==> src/rtl/sigma_delta_dac_multi_if.sv <==
// Frame handshake bundle between the voice mixer and the multi-channel DAC.
interface sigma_delta_dac_multi_if #(
  parameter int AUDIO_WIDTH  = 8,
  parameter int NUM_CHANNELS = 2
);
  logic [NUM_CHANNELS*AUDIO_WIDTH-1:0] sample_in;
  logic                                sample_valid;
  logic                                sample_ready;

  modport master (output sample_in, output sample_valid, input  sample_ready);
  modport slave  (input  sample_in, input  sample_valid, output sample_ready);
endinterface

==> src/rtl/sigma_delta_dac_multi.sv <==
// Multi-channel 1-bit sigma-delta DAC: one-frame holding buffer, shared
// prescaler / sample counter, per-channel first/second-order modulators.

// One modulator lane. Updates only on tick; clr wipes state for an order switch.
module sigma_delta_dac_multi_ch #(
  parameter int W = 8
) (
  input  logic         clock,
  input  logic         reset_n,
  input  logic         tick,
  input  logic         clr,
  input  logic         ord,
  input  logic [W-1:0] u,
  output logic         dout
);
  localparam int IW = W + 4;
  localparam int EW = W + 6;
  localparam logic signed [EW-1:0] HALF = EW'(2 ** (W - 1));
  localparam logic signed [EW-1:0] IMAX = EW'(2 ** (W + 3) - 1);

  logic        [W:0]    acc, acc_n;
  logic signed [IW-1:0] i1, i2, i1_n, i2_n;
  logic signed [EW-1:0] x, fb, s1, s2;

  // Clamp a wide sum into the integrator range instead of wrapping.
  function automatic logic signed [IW-1:0] sat(input logic signed [EW-1:0] s);
    if (s > IMAX)       sat = IW'(IMAX);
    else if (s < -IMAX) sat = IW'(-IMAX);
    else                sat = IW'(s);
  endfunction

  // Next-state of both loop flavours; only the selected one is committed.
  always_comb begin
    acc_n = acc + {1'b0, u} - (dout ? {1'b1, {W{1'b0}}} : '0);
    x     = $signed({{(EW-W){1'b0}}, u}) - HALF;
    fb    = dout ? HALF : -HALF;
    s1    = EW'(i1) + x - fb;
    i1_n  = sat(s1);
    s2    = EW'(i2) + EW'(i1_n) - fb;
    i2_n  = sat(s2);
  end

  // Modulator state, advanced once per tick.
  always_ff @(posedge clock or negedge reset_n) begin
    if (!reset_n) begin
      acc  <= '0;
      i1   <= '0;
      i2   <= '0;
      dout <= 1'b0;
    end else if (tick) begin
      if (clr) begin
        acc  <= '0;
        i1   <= '0;
        i2   <= '0;
        dout <= 1'b0;
      end else if (!ord) begin
        acc  <= acc_n;
        dout <= acc_n[W];
      end else begin
        i1   <= i1_n;
        i2   <= i2_n;
        dout <= ~i2_n[IW-1];
      end
    end
  end
endmodule

module sigma_delta_dac_multi #(
  parameter int AUDIO_WIDTH  = 8,
  parameter int NUM_CHANNELS = 2,
  parameter int OSR_DIV      = 4,
  parameter int SAMPLE_TICKS = 64,
  parameter bit SIGNED_IN    = 1'b0
) (
  input  logic                    clock,
  input  logic                    reset_n,
  sigma_delta_dac_multi_if.slave  s_if,
  input  logic                    order_sel,
  input  logic                    mute,
  input  logic                    clear_underrun,
  output logic                    underrun,
  output logic [NUM_CHANNELS-1:0] dac_out
);
  localparam int W  = AUDIO_WIDTH;
  localparam int PW = (OSR_DIV > 1) ? $clog2(OSR_DIV) : 1;
  localparam int SW = $clog2(SAMPLE_TICKS);
  localparam logic [W-1:0] MID  = {1'b1, {(W-1){1'b0}}};
  // Signed input becomes offset-binary by flipping the sign bit.
  localparam logic [W-1:0] FLIP = SIGNED_IN ? MID : '0;

  logic [PW-1:0] pcnt;
  logic [SW-1:0] scnt;
  logic          tick, boundary;
  logic          full, ord_q, ord_chg;
  logic [NUM_CHANNELS-1:0][W-1:0] hold, act;

  assign tick     = (pcnt == PW'(OSR_DIV - 1));
  assign boundary = tick && (scnt == SW'(SAMPLE_TICKS - 1));
  assign ord_chg  = tick && (order_sel != ord_q);
  assign s_if.sample_ready = ~full;

  // Modulator-rate prescaler.
  always_ff @(posedge clock or negedge reset_n) begin
    if (!reset_n)  pcnt <= '0;
    else if (tick) pcnt <= '0;
    else           pcnt <= pcnt + PW'(1);
  end

  // Audio-sample period counter in modulator ticks.
  always_ff @(posedge clock or negedge reset_n) begin
    if (!reset_n)      scnt <= '0;
    else if (boundary) scnt <= '0;
    else if (tick)     scnt <= scnt + SW'(1);
  end

  // Holding buffer / active frame. full is only cleared by a boundary and only
  // set by an accept; accept needs !full so the two never collide, and an
  // accept on an empty boundary lands in holding for the next period.
  always_ff @(posedge clock or negedge reset_n) begin
    if (!reset_n) begin
      full <= 1'b0;
      hold <= '0;
      act  <= {NUM_CHANNELS{MID}};
    end else if (boundary && full) begin
      for (int c = 0; c < NUM_CHANNELS; c++) act[c] <= hold[c] ^ FLIP;
      full <= 1'b0;
    end else if (s_if.sample_valid && !full) begin
      hold <= s_if.sample_in;
      full <= 1'b1;
    end
  end

  // Sticky underrun; a new underrun wins over a simultaneous clear.
  always_ff @(posedge clock or negedge reset_n) begin
    if (!reset_n)                underrun <= 1'b0;
    else if (boundary && !full)  underrun <= 1'b1;
    else if (clear_underrun)     underrun <= 1'b0;
  end

  // Stored modulator order, resampled every tick.
  always_ff @(posedge clock or negedge reset_n) begin
    if (!reset_n)     ord_q <= 1'b0;
    else if (ord_chg) ord_q <= order_sel;
  end

  for (genvar c = 0; c < NUM_CHANNELS; c++) begin : g_ch
    logic [W-1:0] u;
    assign u = mute ? MID : act[c];
    sigma_delta_dac_multi_ch #(.W(W)) u_ch (
      .clock   (clock),
      .reset_n (reset_n),
      .tick    (tick),
      .clr     (ord_chg),
      .ord     (ord_q),
      .u       (u),
      .dout    (dac_out[c])
    );
  end
endmodule
==> src/flat_wrapper.sv <==
// flat-port wrapper written by rule: the top's interface ports become plain ports
module sigma_delta_dac_multi_flat 
#(
  parameter int AUDIO_WIDTH  = 8,
  parameter int NUM_CHANNELS = 2,
  parameter int OSR_DIV      = 4,
  parameter int SAMPLE_TICKS = 64,
  parameter bit SIGNED_IN    = 1'b0
)
  (clock, reset_n, order_sel, mute, clear_underrun, underrun, dac_out, s_if_sample_in, s_if_sample_valid, s_if_sample_ready);
  sigma_delta_dac_multi_if #(.AUDIO_WIDTH(AUDIO_WIDTH), .NUM_CHANNELS(NUM_CHANNELS)) s_if_i ();
  input  logic clock;
  input  logic reset_n;
  input  logic order_sel;
  input  logic mute;
  input  logic clear_underrun;
  output logic underrun;
  output logic [NUM_CHANNELS-1:0] dac_out;
  input wire logic [$bits(s_if_i.sample_in)-1:0] s_if_sample_in;
  input wire logic [$bits(s_if_i.sample_valid)-1:0] s_if_sample_valid;
  output wire logic [$bits(s_if_i.sample_ready)-1:0] s_if_sample_ready;
  assign s_if_i.sample_in = s_if_sample_in;
  assign s_if_i.sample_valid = s_if_sample_valid;
  assign s_if_sample_ready = s_if_i.sample_ready;
  sigma_delta_dac_multi #(.AUDIO_WIDTH(AUDIO_WIDTH), .NUM_CHANNELS(NUM_CHANNELS), .OSR_DIV(OSR_DIV), .SAMPLE_TICKS(SAMPLE_TICKS), .SIGNED_IN(SIGNED_IN)) u_core (.clock(clock), .reset_n(reset_n), .s_if(s_if_i), .order_sel(order_sel), .mute(mute), .clear_underrun(clear_underrun), .underrun(underrun), .dac_out(dac_out));
endmodule
==> config.mk <==
export PLATFORM = sky130hd
export DESIGN_NAME = sigma_delta_dac_multi_flat
export DESIGN_NICKNAME = d
export VERILOG_FILES = /design/src/rtl/sigma_delta_dac_multi_if.sv /design/src/rtl/sigma_delta_dac_multi.sv /design/src/flat_wrapper.sv
export SDC_FILE = /design/constraint.sdc
export NUM_CORES = 1
export LEC_CHECK = 0
export CORE_ASPECT_RATIO = 0.8
export CORE_UTILIZATION = 50
export CTS_BUF_LIST = sky130_fd_sc_hd__clkbuf_8
export DETAILED_ROUTE_END_ITERATION = 7
export PLACE_DENSITY = 0.69
export RECOVER_POWER = 25
export SKIP_CTS_REPAIR_TIMING = 1
export SLEW_MARGIN = 20
export SYNTH_ARGS = -nofsm -noshare
export SYNTH_HDL_FRONTEND = slang
export SYNTH_HIERARCHICAL = 1
export SYNTH_SLANG_ARGS = --single-unit
==> constraint.sdc <==
create_clock -name clock -period 5.85 [get_ports clock]
set_input_delay 1.17 -clock clock [delete_from_list [all_inputs] [get_ports clock]]
set_output_delay 1.17 -clock clock [all_outputs]
set_load 0.02 [all_outputs]
Word-level counts from Yosys, hierarchy flattened
Index checks and enable logic that the tools add are counted.
{"block": "word_totals", "register_bits": 111, "out_inout_bits": 4}
{"block": "op_classes", "add_sub_neg": 16, "order_cmp": 8, "n_eq_ne": 4, "mux": 37, "bitwise_logic": 4, "n_reduce_logical": 13}
{"operator": "2-to-1 mux 12 bit", "n": 16}
{"operator": "> comparator 14 x 12 -> 1 bit, second input constant", "n": 4}
{"operator": "< comparator 14 x 12 -> 1 bit, second input constant", "n": 4}
{"operator": "subtractor 13 x 14 -> 14 bit", "n": 4}
{"operator": "2-to-1 mux 9 bit", "n": 6}
{"operator": "2-to-1 mux 14 bit", "n": 2}
{"operator": "adder 12 x 12 -> 13 bit", "n": 2}
{"operator": "adder 12 x 9 -> 13 bit", "n": 2}
{"operator": "adder 9 x 8 -> 9 bit", "n": 2}
{"operator": "subtractor 8 x 8 -> 9 bit, second input constant", "n": 2}
{"operator": "subtractor 9 bit", "n": 2}
{"operator": "2-to-1 mux 8 bit", "n": 2}
{"operator": "2-to-1 mux 6 bit", "n": 2}
{"operator": "2-to-1 mux 1 bit", "n": 8}
{"operator": "nonzero test 2 bit", "n": 4}
{"operator": "adder 6 x 1 -> 6 bit, second input constant", "n": 1}
{"operator": "equality test 6 bit, second input constant", "n": 1}
{"operator": "AND reduction 2 bit", "n": 3}
{"operator": "logical AND 1 bit", "n": 5}
{"operator": "NOT 1 bit", "n": 4}
{"operator": "adder 2 x 1 -> 2 bit, second input constant", "n": 1}
{"operator": "equality test 2 bit, second input constant", "n": 1}
{"operator": "2-to-1 mux 2 bit", "n": 1}
{"operator": "inequality test 2 bit, second input constant", "n": 1}
{"operator": "other kinds (2)", "n": 2}

Depth between registers and ports, before layout
{"block": "depth", "depth_word": 15, "ltp_mapped": 28, "depth_no_buf": 26}

Modules after synthesis
Netlist, hierarchy kept.
{"module": "sigma_delta_dac_multi_ch (u_core.g_ch[0].u_ch)", "n_inst": 1, "cells_per_inst": 500, "area_each_um2": 4120.2, "seq_area_each_um2": 850.8}
{"module": "sigma_delta_dac_multi_ch (u_core.g_ch[1].u_ch)", "n_inst": 1, "cells_per_inst": 468, "area_each_um2": 3794.9, "seq_area_each_um2": 850.8}
{"module": "sigma_delta_dac_multi", "n_inst": 1, "cells_per_inst": 126, "area_each_um2": 1829.3, "seq_area_each_um2": 1078.5}

Worst setup path before layout
OpenSTA, ideal clock, no wires.
{"block": "synth_timing", "path_type": "input to register", "from": "in mute", "to": "reg u_core.g_ch[0].u_ch.i2[5]", "setup_time_ns": 0.153, "arrival_time_ns": 6.631, "t_required_ns": 5.697, "slack_ns": -0.934, "cell_stages": 27, "n_path_buf": 4, "cell_sequence": "clkbuf_1 > or2_2 > inv_1 > fa_1 > ha_1 > clkbuf_1 > a21o_1 > a21o_1 > a21oi_1 > o21ai_0 > or3_1 > nand2_1 > clkbuf_1 > nand3b_1 > a22oi_1 > ha_1 > inv_1 > ha_1 > a21oi_1 > nand2_1 > o211ai_1 > a21boi_0 > o31a_1 > o41ai_1 > o21ba_1 > buf_2 > o311ai_0"}
{"block": "synth_via", "elab_chain_cells": 14, "elab_cells_between_ends": 16, "cone_classes": "5 x add/sub; 4 x order compare; 7 x mux"}
{"element": "start, declared", "line": "flat_wrapper.sv:15", "rtl": "input logic mute;"}
{"element": "2-to-1 mux 8 bit *", "line": "sigma_delta_dac_multi.sv:148", "rtl": "assign u = mute ? MID : act[c];"}
{"element": "named net u_core.g_ch[0].u[7]", "line": "sigma_delta_dac_multi.sv:147", "rtl": "logic [W-1:0] u;"}
{"element": "subtractor 8 x 8 -> 9 bit *", "line": "sigma_delta_dac_multi.sv:35", "rtl": "x = $signed({{(EW-W){1'b0}}, u}) - HALF;"}
{"element": "adder 12 x 9 -> 13 bit *", "line": "sigma_delta_dac_multi.sv:37", "rtl": "s1 = EW'(i1) + x - fb;"}
{"element": "subtractor 13 x 14 -> 14 bit *", "line": "sigma_delta_dac_multi.sv:37"}
{"element": "< comparator 14 x 12 -> 1 bit", "line": "sigma_delta_dac_multi.sv:28", "rtl": "else if (s < -IMAX) sat = IW'(-IMAX);"}
{"element": "2-to-1 mux 12 bit", "line": "sigma_delta_dac_multi.sv:28"}
{"element": "2-to-1 mux 12 bit *", "line": "sigma_delta_dac_multi.sv:27", "rtl": "if (s > IMAX) sat = IW'(IMAX);"}
{"element": "adder 12 x 12 -> 13 bit *", "line": "sigma_delta_dac_multi.sv:39", "rtl": "s2 = EW'(i2) + EW'(i1_n) - fb;"}
{"element": "subtractor 13 x 14 -> 14 bit *", "line": "sigma_delta_dac_multi.sv:39"}
{"element": "< comparator 14 x 12 -> 1 bit", "line": "sigma_delta_dac_multi.sv:28"}
{"element": "2-to-1 mux 12 bit", "line": "sigma_delta_dac_multi.sv:28"}
{"element": "2-to-1 mux 12 bit *", "line": "sigma_delta_dac_multi.sv:27"}
{"element": "2-to-1 mux 12 bit *", "line": "sigma_delta_dac_multi.sv:56", "rtl": "end else if (!ord) begin"}
{"element": "2-to-1 mux 12 bit *", "line": "sigma_delta_dac_multi.sv:51", "rtl": "if (clr) begin"}
{"element": "end signal, assigned", "line": "sigma_delta_dac_multi.sv:61", "rtl": "i2 <= i2_n;"}
{"element": "end, declared", "line": "sigma_delta_dac_multi.sv:22", "rtl": "logic signed [IW-1:0] i1, i2, i1_n, i2_n;"}
The timed path passes the listed nets; every way through them passes the cells marked *. The select of a mux whose other input is x is not followed.
A chain may end at the register's enable or synchronous reset.

Worst setup path in the final report
{"block": "layout_timing", "from": "in mute", "to": "reg u_core.g_ch[0].u_ch.i2[4]"}
Same word-level chain as after synthesis.

==> results by group <==
Drt
  – DRT iter0 DRCs: 727
  – DRC: 0
  – Post-route ant nets: 0
  – Post-Route WL: 27940 µm
  – DR vias/cell: 5.587
  – DR vias: 9018
  – Drt first pass iters: 5
  – Routed WL per cell: 17.31 µm

Synth
  – #FFs+latches synth: 111
  – Largest cells by area after synthesis: dfrtp_1 (28%), ha_1 (14%), inv_1 (6.7%)
  – EDFF count, synth: 0
  – Top cell type's share of synthesized area: 27.99%
  – Synth Flop Type: dfrtp_1
  – Synthesized cell area: 9744 µm²
  – Fraction of registers with async set or reset after synthesis: 100.0%
  – Commonest cells in the synthesized netlist: inv_1 (175), ha_1 (112), dfrtp_1 (109)
  – Yosys cell types: 82
  – Dominant cell type by area after synthesis: dfrtp_1
  – Synth warn: 6
  – Mapped Cells: 1094
  – Syn Area/Cell: 8.907 µm²
  – Register area share after synthesis: 28.53%
  – Net Count, Synth: 1244
  – Most frequent cell after synthesis: inv_1

STA
  – Final hold violation count: 0
  – Period utilization: 109.9%
  – Final worst slack: -0.5791 ns
  – Fmax: 155.5 MHz
  – Slew HR: -107.0%
  – Setup Viol. Count Final: 24
  – Max Slew Vio Count: 58
  – RSZ-0062 raised after global routing: yes
  – Fin Clk Skew: 0.01900 ns
  – Worst slew pin tran: 3.105 ns
  – Tmin final: 6.429 ns

Run
  – MaxCap Viol Count: 1

Cells and area
  – Post-layout util: 70.53%
  – Layout cell share with drive strength beyond 1: 35.77%
  – Area growth from synthesis to layout: 37.74%
  – Final #Nets: 1501
  – ANT cells: 0

Floorplan
  – Die area: 20050 µm²
  – Initial Utilization: 51.20%
  – I/O pin count: 26
  – # rows: 45
  – Core area: 19030 µm²
  – Die Wd: 158.1 µm
  – Die height: 126.9 µm

Clock network
  – Clk slew on worst S/H paths: 0.11 ns
  – # clock sinks: 111
  – Worst skew pair latency: 0.41 ns
  – CTS root buf: clkbuf_8
  – H-tree Lvls: 3
  – Clk buf depth: 2
  – CTS tree: done
  – CTS Buf Count: 9

Worst setup path
  – Crit path max-delay cell type: or4b_4
  – Slowest stage delay, CP: 0.56 ns
  – Worst Path Required: 6.09 ns
  – Critical path type: in2reg
  – Critical Path End Type: flop
  – Maximum fanout along the worst path: 5
  – Startpoint types: input port
  – Crit path DAT: 6.66 ns

Global route
  – Largest net degree at the start of global routing: 58
  – GRT overflow: 0
  – First-pass GRT wire length: 41230 µm
  – Initial antenna violation count: 0
  – Gr usage total: 25.88%
  – Vias in the first global route: 8238

Placed design
  – HPWL Detailed: 19620 µm
  – PortBufs: 25
  – Placer's final routability congestion estimate: 0.9096

Outcome
  – Status: complete, but fails checks
  – Failing checks: capacitance limit, slew limit, setup timing

Hold path
  – Hold Crit Class: reg2reg
[worst paths after layout]
| check | start | to | slack, ns | cells after the start |
|---|---|---|---|---|
| max | mute | u_core/g_ch[0].u_ch/i2[4]$_DFFE_PN0P_ | -0.58 | 26 |
| max reg2reg | u_core/act[2]$_DFFE_PN0P_ | u_core/g_ch[0].u_ch/i2[4]$_DFFE_PN0P_ | -0.11 | 25 |
| min | u_core/pcnt[0]$_DFF_PN0_ | u_core/pcnt[0]$_DFF_PN0_ | 0.44 | 1 |
| max in group asynchronous | reset_n | u_core/g_ch[0].u_ch/i2[6]$_DFFE_PN0P_ | 2.06 | 2 |
| min reg2reg | u_core/pcnt[0]$_DFF_PN0_ | u_core/pcnt[0]$_DFF_PN0_ | 0.44 | 1 |
| min in group asynchronous | reset_n | u_core/hold[15]$_DFFE_PN0P_ | 1.77 | 1 |
[registers in the layout (all words and copies together), names as in the netlist]
name                   count
u_core/g_ch.u_ch/i1       24
u_core/pcnt                2
u_core/g_ch.u_ch/i2       24
u_core/full                1
u_core/act                16
u_core/ord_q               1
u_core/underrun            1
u_core/g_ch.u_ch/acc      18
u_core/scnt                6
u_core/g_ch.u_ch/dout      2
u_core/hold               16
[metrics by stage]
step                instance area [µm²]  instances  setup slack (ns)  hold WS [ns]  setup TNS (ns)
finish                            13420       1614           -0.5791        0.4429          -11.18
global route                      13420       1614           -0.7690        0.4907          -16.06
CTS                               12220       1573            -1.077        0.4448          -23.98
detailed placement                12030       1557            -1.463        0.4289          -34.06
global placement                  12030       1557            -1.327        0.4196          -29.24
floorplan                         10050       1094           -0.3554        0.4031          -6.728
[layout by cell type (no fill, tap or decap), types with 13 or more instances in the layout]
cell type,n
a21oi_1,47
a21oi_2,13
buf_4,238
clkdlybuf4s50_1,23
dfrtp_1,109
fa_1,15
ha_1,74
ha_4,29
inv_1,160
mux2_2,26
nand2_1,67
nor2_1,48
nor2b_1,22
nor3_1,14
o211ai_1,14
o21a_1,18
o21ai_0,33
o21ai_1,25
xnor2_1,30
xor2_1,17
[kinds of logic after synthesis]
kind of cell	synth area share (%)
AO/OA/AOI/OAI	22.11
adder cells (fa/ha/maj)	17.67
buffers and inverters	8.141
multiplexers	4.815
flip-flops	28.53
XOR/XNOR	4.674
AND/OR/NAND/NOR	14.06
[routing by layer]
layer	track usage, %	routed length, µm	part of all wire, %
met2	37.64	12650	45
met5	0	0	0
met4	3.676	365	1.3
met3	4.612	1522	5.4
met1	40.28	13410	48
[cell type report]
cell class,instances,area (µm²)
Timing Repair Buffer,275,2193
Sequential cell,111,2780
Fill cell,1373,5609
Inverter,175,669.4
Clock buffer,10,137.6
Multi-Input combinational cell,779,7266
Tap cell,258,322.8
Clock inverter,6,52.55
[critical path: cells and delay by family]
family                   cells  cell delay [ns]
AND/OR/NAND/NOR              5             0.89
AO/OA/AOI/OAI               10             2.66
adder cells (fa/ha/maj)      4             1.12
XOR/XNOR                     1             0.19
buffers and inverters        6             0.62
Power is left out: the tool's default activity adds up to more than one toggle a clock period on the data nets, which glitch-free logic cannot reach.
